## src/rtl/cursor_size_stepper.sv

```systemverilog
// Cursor size selector: debounced step-up/step-down switches plus preset, wrap or saturate at the ends.
// Step lands DEBOUNCE_CYCLES+2 edges after a press is sampled; optional hold auto-repeat via CURSOR_SIZE_AUTOREPEAT_EN.
module cursor_size_stepper #(
  parameter int NUM_SIZES       = 3,
  parameter int SIZE_W          = 2,
  parameter int RESET_SIZE      = 1,
  parameter int DEBOUNCE_CYCLES = 16,
  parameter int WRAP            = 1,
  parameter int REPEAT_DELAY    = 1000,
  parameter int REPEAT_PERIOD   = 250
) (
  input  logic              clk,
  input  logic              rst,
  input  logic              sw_up,
  input  logic              sw_down,
  input  logic              preset,
  output logic [SIZE_W-1:0] cursor_size,
  output logic              size_changed,
  output logic              at_min,
  output logic              at_max
);

  localparam int                CNT_W      = $clog2(DEBOUNCE_CYCLES + 1);
  localparam logic [CNT_W-1:0]  CNT_LAST   = CNT_W'(DEBOUNCE_CYCLES - 1);
  localparam logic [SIZE_W-1:0] MAX_CODE   = SIZE_W'(NUM_SIZES - 1);
  localparam logic [SIZE_W-1:0] RESET_CODE = SIZE_W'(RESET_SIZE);

  if (NUM_SIZES < 2 || NUM_SIZES > 16 || (1 << SIZE_W) < NUM_SIZES ||
      RESET_SIZE < 0 || RESET_SIZE >= NUM_SIZES || DEBOUNCE_CYCLES < 1 ||
      REPEAT_DELAY < 1 || REPEAT_PERIOD < 1) begin : g_bad_params
    $error("cursor_size_stepper: illegal parameter combination");
  end

  // Bit 0 is the up switch, bit 1 the down switch; both run identical logic.
  logic [1:0]       sw_raw;
  logic [1:0]       sync1_q, sync2_q;
  logic [1:0]       deb_q, deb_d;
  logic [1:0]       prev_q;
  logic [CNT_W-1:0] cnt_q [2];
  logic [CNT_W-1:0] cnt_d [2];
  logic [1:0]       rise;
  logic [1:0]       step_req;

  logic [SIZE_W-1:0] size_q, size_d;
  logic              changed_q, changed_d;

  assign sw_raw = {sw_down, sw_up};

  always_comb begin
    for (int i = 0; i < 2; i++) begin
      deb_d[i] = deb_q[i];
      cnt_d[i] = '0;
      if (sync2_q[i] == deb_q[i]) begin
        cnt_d[i] = '0;
      end else if (cnt_q[i] == CNT_LAST) begin
        deb_d[i] = sync2_q[i];
        cnt_d[i] = '0;
      end else begin
        cnt_d[i] = cnt_q[i] + CNT_W'(1);
      end
      rise[i] = deb_q[i] & ~prev_q[i];
    end
  end

  always_ff @(posedge clk or posedge rst) begin
    if (rst) begin
      sync1_q <= '0;
      sync2_q <= '0;
      deb_q   <= '0;
      prev_q  <= '0;
      for (int i = 0; i < 2; i++) cnt_q[i] <= '0;
    end else begin
      sync1_q <= sw_raw;
      sync2_q <= sync1_q;
      deb_q   <= deb_d;
      prev_q  <= deb_q;
      for (int i = 0; i < 2; i++) cnt_q[i] <= cnt_d[i];
    end
  end

`ifdef CURSOR_SIZE_AUTOREPEAT_EN
  localparam int               RPT_MAX   = (REPEAT_DELAY > REPEAT_PERIOD) ? REPEAT_DELAY : REPEAT_PERIOD;
  localparam int               RPT_W     = $clog2(RPT_MAX + 1);
  localparam logic [RPT_W-1:0] RPT_FIRST = RPT_W'(REPEAT_DELAY);
  localparam logic [RPT_W-1:0] RPT_NEXT  = RPT_W'(REPEAT_PERIOD);

  logic [RPT_W-1:0] hold_cnt_q [2];
  logic [RPT_W-1:0] hold_cnt_d [2];
  logic [1:0]       hold_act_q, hold_act_d;
  logic [1:0]       hold_first_q, hold_first_d;
  logic [1:0]       rpt;

  // hold_cnt is 1 on the edge that applies a step, so a match at N lands the next step N edges later.
  always_comb begin
    for (int i = 0; i < 2; i++) begin
      hold_act_d[i]   = hold_act_q[i];
      hold_first_d[i] = hold_first_q[i];
      hold_cnt_d[i]   = hold_cnt_q[i];
      rpt[i]          = 1'b0;
      if (preset || !deb_q[i]) begin
        hold_act_d[i]   = 1'b0;
        hold_first_d[i] = 1'b0;
        hold_cnt_d[i]   = '0;
      end else if (rise[i]) begin
        hold_act_d[i]   = 1'b1;
        hold_first_d[i] = 1'b1;
        hold_cnt_d[i]   = RPT_W'(1);
      end else if (hold_act_q[i]) begin
        if (hold_cnt_q[i] == (hold_first_q[i] ? RPT_FIRST : RPT_NEXT)) begin
          rpt[i]          = 1'b1;
          hold_first_d[i] = 1'b0;
          hold_cnt_d[i]   = RPT_W'(1);
        end else begin
          hold_cnt_d[i] = hold_cnt_q[i] + RPT_W'(1);
        end
      end
    end
  end

  always_ff @(posedge clk or posedge rst) begin
    if (rst) begin
      hold_act_q   <= '0;
      hold_first_q <= '0;
      for (int i = 0; i < 2; i++) hold_cnt_q[i] <= '0;
    end else begin
      hold_act_q   <= hold_act_d;
      hold_first_q <= hold_first_d;
      for (int i = 0; i < 2; i++) hold_cnt_q[i] <= hold_cnt_d[i];
    end
  end

  assign step_req = rise | rpt;
`else
  assign step_req = rise;
`endif

  // An out-of-range code (upset) is repaired before anything else is considered.
  always_comb begin
    size_d = size_q;
    if (size_q > MAX_CODE) begin
      size_d = RESET_CODE;
    end else if (preset) begin
      size_d = RESET_CODE;
    end else if (step_req[0] && step_req[1]) begin
      size_d = size_q;
    end else if (step_req[0]) begin
      if (size_q == MAX_CODE) size_d = (WRAP != 0) ? '0 : size_q;
      else                    size_d = size_q + SIZE_W'(1);
    end else if (step_req[1]) begin
      if (size_q == '0) size_d = (WRAP != 0) ? MAX_CODE : size_q;
      else              size_d = size_q - SIZE_W'(1);
    end
    changed_d = (size_d != size_q);
  end

  always_ff @(posedge clk or posedge rst) begin
    if (rst) begin
      size_q    <= RESET_CODE;
      changed_q <= 1'b0;
    end else begin
      size_q    <= size_d;
      changed_q <= changed_d;
    end
  end

  assign cursor_size  = size_q;
  assign size_changed = changed_q;
  assign at_min       = (size_q == '0);
  assign at_max       = (size_q == MAX_CODE);

endmodule
```

## config.mk

```make
export PLATFORM = sky130hd
export DESIGN_NAME = cursor_size_stepper
export DESIGN_NICKNAME = d
export VERILOG_FILES = /design/src/rtl/cursor_size_stepper.sv
export SDC_FILE = /design/constraint.sdc
export NUM_CORES = 1
export LEC_CHECK = 0
export ABC_AREA = 1
export CAP_MARGIN = 20
export CORE_MARGIN = 4
export CORE_UTILIZATION = 55
export DETAILED_ROUTE_END_ITERATION = 12
export GPL_TIMING_DRIVEN = 0
export PLACE_DENSITY_LB_ADDON = 0.08
export SLEW_MARGIN = 20
export SYNTH_ARGS = -nofsm -noshare
export SYNTH_HDL_FRONTEND = slang
export SYNTH_SLANG_ARGS = --single-unit
```

## constraint.sdc

```tcl
create_clock -name clk -period 2.6 [get_ports clk]
set_clock_uncertainty 0.1 [all_clocks]
set_input_delay 0.78 -clock clk [delete_from_list [all_inputs] [get_ports clk]]
set_output_delay 0.78 -clock clk [all_outputs]
set_load 0.01 [all_outputs]
```

[Word level (Yosys, flattened, before mapping)]
Index checks and enable logic that the tools add are counted.
Operators by class
  add/sub/neg operators: 4
  multiplexer cells: 11
  order comparisons: 1
  eq/ne operators: 6
  bitwise gates (word level): 6
  reduce and logical (&&, ||, !) cells: 4
Operator list (count)
  5-bit 2-to-1 mux: 4
  2-bit 2-to-1 mux: 7
  5-bit by 1-bit adder with 5-bit output, second input constant: 2
  5-bit by 4-bit == test with 1-bit output, second input constant: 2
  1-bit NOT: 4
  2-bit AND reduction: 2
  2-bit by 1-bit adder with 2-bit output, second input constant: 1
  1-bit AND: 2
  1-bit == test: 2
  2-bit == test, second input constant: 1
  2-bit greater-than comparator, second input constant: 1
  2-bit zero test: 1
  2-bit inequality test: 1
  2-bit by 1-bit subtractor with 2-bit output, second input constant: 1
  1-bit logical AND: 1
Word-level totals
  flip-flop bits (word level): 21
  output and inout bits: 5

[Logic depth before layout (Yosys ltp)]
  depth in word-level cells: 8
  gate-level depth with buffers: 9
  mapped depth without buffers: 9

[Least setup slack after synthesis]
No wires, ideal clock.
  kind: register -> output
  start: reg size_q[0], in the netlist cursor_size[0]
  end: out at_max
  data arrival time: 901 ps
  slack: 819 ps
  stages on the path, launching flop included: 3
  cells stage by stage: dfstp_2 > inv_1 > ha_1
On the way
  longest elaborated chain between the ends: 1
Ends and longest elaborated chain
  start: declaration: RTL line 44  | logic [SIZE_W-1:0] size_q, size_d;
  start signal: assignment: RTL line 161  | size_q <= size_d;
  2-bit == test: RTL line 169  | assign at_max = (size_q == MAX_CODE);
  end: declaration: RTL line 20  | output logic at_max
Every way passes these cells.

[Worst setup path after layout]
  start: reg size_q[1], in the netlist cursor_size[1]
  end: out at_min
On the way
  longest elaborated chain between the ends: 1
Ends and longest elaborated chain
  2-bit zero test: RTL line 168  | assign at_min = (size_q == '0);
  end: declaration: RTL line 19  | output logic at_min,
Every way passes these cells.

==> impl_metrics.csv <==
group,metric,value,unit
finish,drive_above_1_share,8.77,%
synth,avgSynthCellArea,9.38,um2
drt,first_iter_violations,12,
critical_path,critPathKind,"flip-flop to output port",
synth,muxShareOfSynthArea,0,%
critical_path,cp-start-kind,"flip-flop",
clock_tree,cts_tree,"done",
floorplan,core,0.00156,mm2
place,portBuffers,9,
clock_tree,clock-sinks,21,
hold_path,hp-class,"flip-flop to flip-flop",
synth,yosys.cell_types.count,18,
drt,drtPass1Iterations,4,
synth,synthTopCellsByArea,"dfrtp_1 53%, ha_1 8.0%, nand2_1 8.0%",
clock_tree,holdBufCountCts,0,
clock_tree,cts_setup_buffers,0,
run_status,status,"finished clean",
timing,setup_viol,0,
drt,wl_per_cell,10.4,um
clock_tree,clock_latency,300,ps
clock_tree,clock_path_buffers,2,
pwr,p_leak,0.570,nW
synth,ys_seq_area_share,56.1,%
synth,yosysTopAreaCell,"dfrtp_1",
critical_path,worstPathMaxFanout,5,
timing,tns,0,ps
pwr,power_density,485,mW/mm2
drt,via_per_inst,5.04,
global_routing,grt_max_degree,22,
timing,min_period_over_period,96.8,%
synth,synth_edf_count,0,
floorplan,initial_core_util,60.2,%
synth,yosys-top-cells-count,"20 x dfrtp_1, 20 x nand2_1, 13 x inv_1",
synth,synth-xor-area-share,3.73,%
global_routing,antenna_found_initial,0,
synth,synth_fa_ha_area_share,8.00,%
floorplan,die_y,49.3,um
place,place_hpwl,1000,um
synth,synth_cells,100,
drt,totalWireLength,1350,um
clock_tree,ctsResizeCount,0,
global_routing,grt_pass1_wl,2590,um
timing,min_period,2520,ps
finish,area_delta_synth_final,15.3,%
clock_tree,htree_levels,1,
global_routing,track_usage,14.1,%
synth,ys_warn_count,0,
synth,synth-async-reset-ratio,100,%
timing,fmax,398,MHz
floorplan,dieArea,0.00243,mm2
synth,synth_nets,111,
critical_path,crit_arrival,1640,ps
synth,synth_simple_gate_area_share,21.9,%
global_routing,overflow,0,
timing,hold_violations,0,
critical_path,end_kind,"output port",
synth,netlist_area,938,um2
synth,yosys_register_bits,21,
finish,diodes,0,
clock_tree,cts-root-buf,"clkbuf_4",
clock_tree,clk_pin_slew,100,ps
critical_path,cp_slowest_cell,"clkdlybuf4s50_1",
finish,num-nets-final,126,
timing,max_slew.worst_pin.slew,739,ps
drt,drc_errors,0,
pwr,fin_total_pwr,0.525,mW
timing,final-max-slew-violation-count,0,
drt,vias,655,
drt,ant_nets,0,
global_routing,grt_pass1_vias,664,
finish,final_util,69.4,%
clock_tree,cts_buffers,3,
critical_path,critPathMaxStageDelay,530,ps
critical_path,critical_path.cell_chain,"inv_1 > ha_1 > clkdlybuf4s50_1",
floorplan,rows,14,
floorplan,ioPinCount,10,
synth,synth-main-ff-cell,"dfrtp_1",
synth,synth_compound_gate_area_share,4.27,%
place,place_congestion,0.716,
synth,yosysTopAreaCellShare,53.3,%
synth,synth_top_family_by_area,"simple AND/OR/NAND/NOR gates",
floorplan,dieWidth,49.3,um
timing,maxSlewHeadroom,50.7,%
flow_run,cap_viol_max_count,0,
pwr,vdd_ir_drop_max,0.340,mV
critical_path,cp.required,1720,ps
## worst paths after layout
path,end,cells after the start,startpoint,slack [ps]
worst max-delay path,at_min,3,cursor_size[1],80
worst min-delay path,sync2_q[1],0,sync1_q[1],260
worst max register to register,size_changed,9,cursor_size[0],1010
worst min register to register,sync2_q[1],0,sync1_q[1],260
max in group asynchronous,cnt_q[4],2,rst,1140
min in group asynchronous,deb_q[0],2,rst,800
## layout make-up
type / count / area, um2
Sequential cell: 21 / 527
Fill cell: 120 / 477
Multi-Input combinational cell: 64 / 355
Timing Repair Buffer: 10 / 97.6
Inverter: 15 / 56.3
Clock buffer: 4 / 26.3
Tap cell: 16 / 20.0
## kinds of logic (layout without fill, tap and decap cells)
group	after synthesis	after routing
fa+ha+maj	6	6
compound gates	8	8
buf+inv	15	29
flops	21	21
xor+xnor	4	4
simple gates	46	46
## state kept, by name (all words and copies together), names as in the netlist
| signal | cells |
|---|---|
| prev_q | 2 |
| cnt_q | 10 |
| cursor_size | 2 |
| size_changed | 1 |
| sync1_q | 2 |
| sync2_q | 2 |
| deb_q | 2 |
## worst max-delay path, delay by kind of cell (launching register included)
| family | cells | cell delay, ps |
|---|---|---|
| buf+inv | 2 | 700 |
| fa+ha+maj | 1 | 190 |
| flops | 1 | 450 |
## power by group
part | internal, mW | switching (mW) | total [mW]
sequential | 0.338 | 0.00704 | 0.345
combinational | 0.0152 | 0.0186 | 0.0338
clock | 0.0598 | 0.0868 | 0.147
total | 0.413 | 0.112 | 0.525
## routing by layer
metal	vias to the layer above	share of wire [%]	global-route usage [%]
li1	341	-	-
met1	294	52	17.0
met2	15	40	22.3
met3	5	4.9	2.75
met4	0	3.3	9.95
met5	-	0	0
## layout by cell type (no fill, tap or decap), drive strengths merged
master,count
clkbuf,4
nand3,10
buf,1
ha,6
nor3,2
and3,2
o21ai,4
a21oi,4
nand2,21
clkdlybuf4s50,9
nor2,11
dfstp,1
dfrtp,20
inv,15
xor2,2
xnor2,2
## through the flow
| stage | area, um2 | setup slack (ps) | hold slack [ps] | std cells |
|---|---|---|---|---|
| final | 1080 | 84.5 | 259 | 130 |
| after global routing | 1080 | -0.808 | 273 | 130 |
| after CTS | 1070 | 10.1 | 263 | 129 |
| after detailed placement | 1050 | 355 | 238 | 125 |
| after global placement | 1050 | 359 | 233 | 125 |
| after floorplan | 938 | 819 | 231 | 100 |
Note: power is estimated with default switching activity, not from simulation.
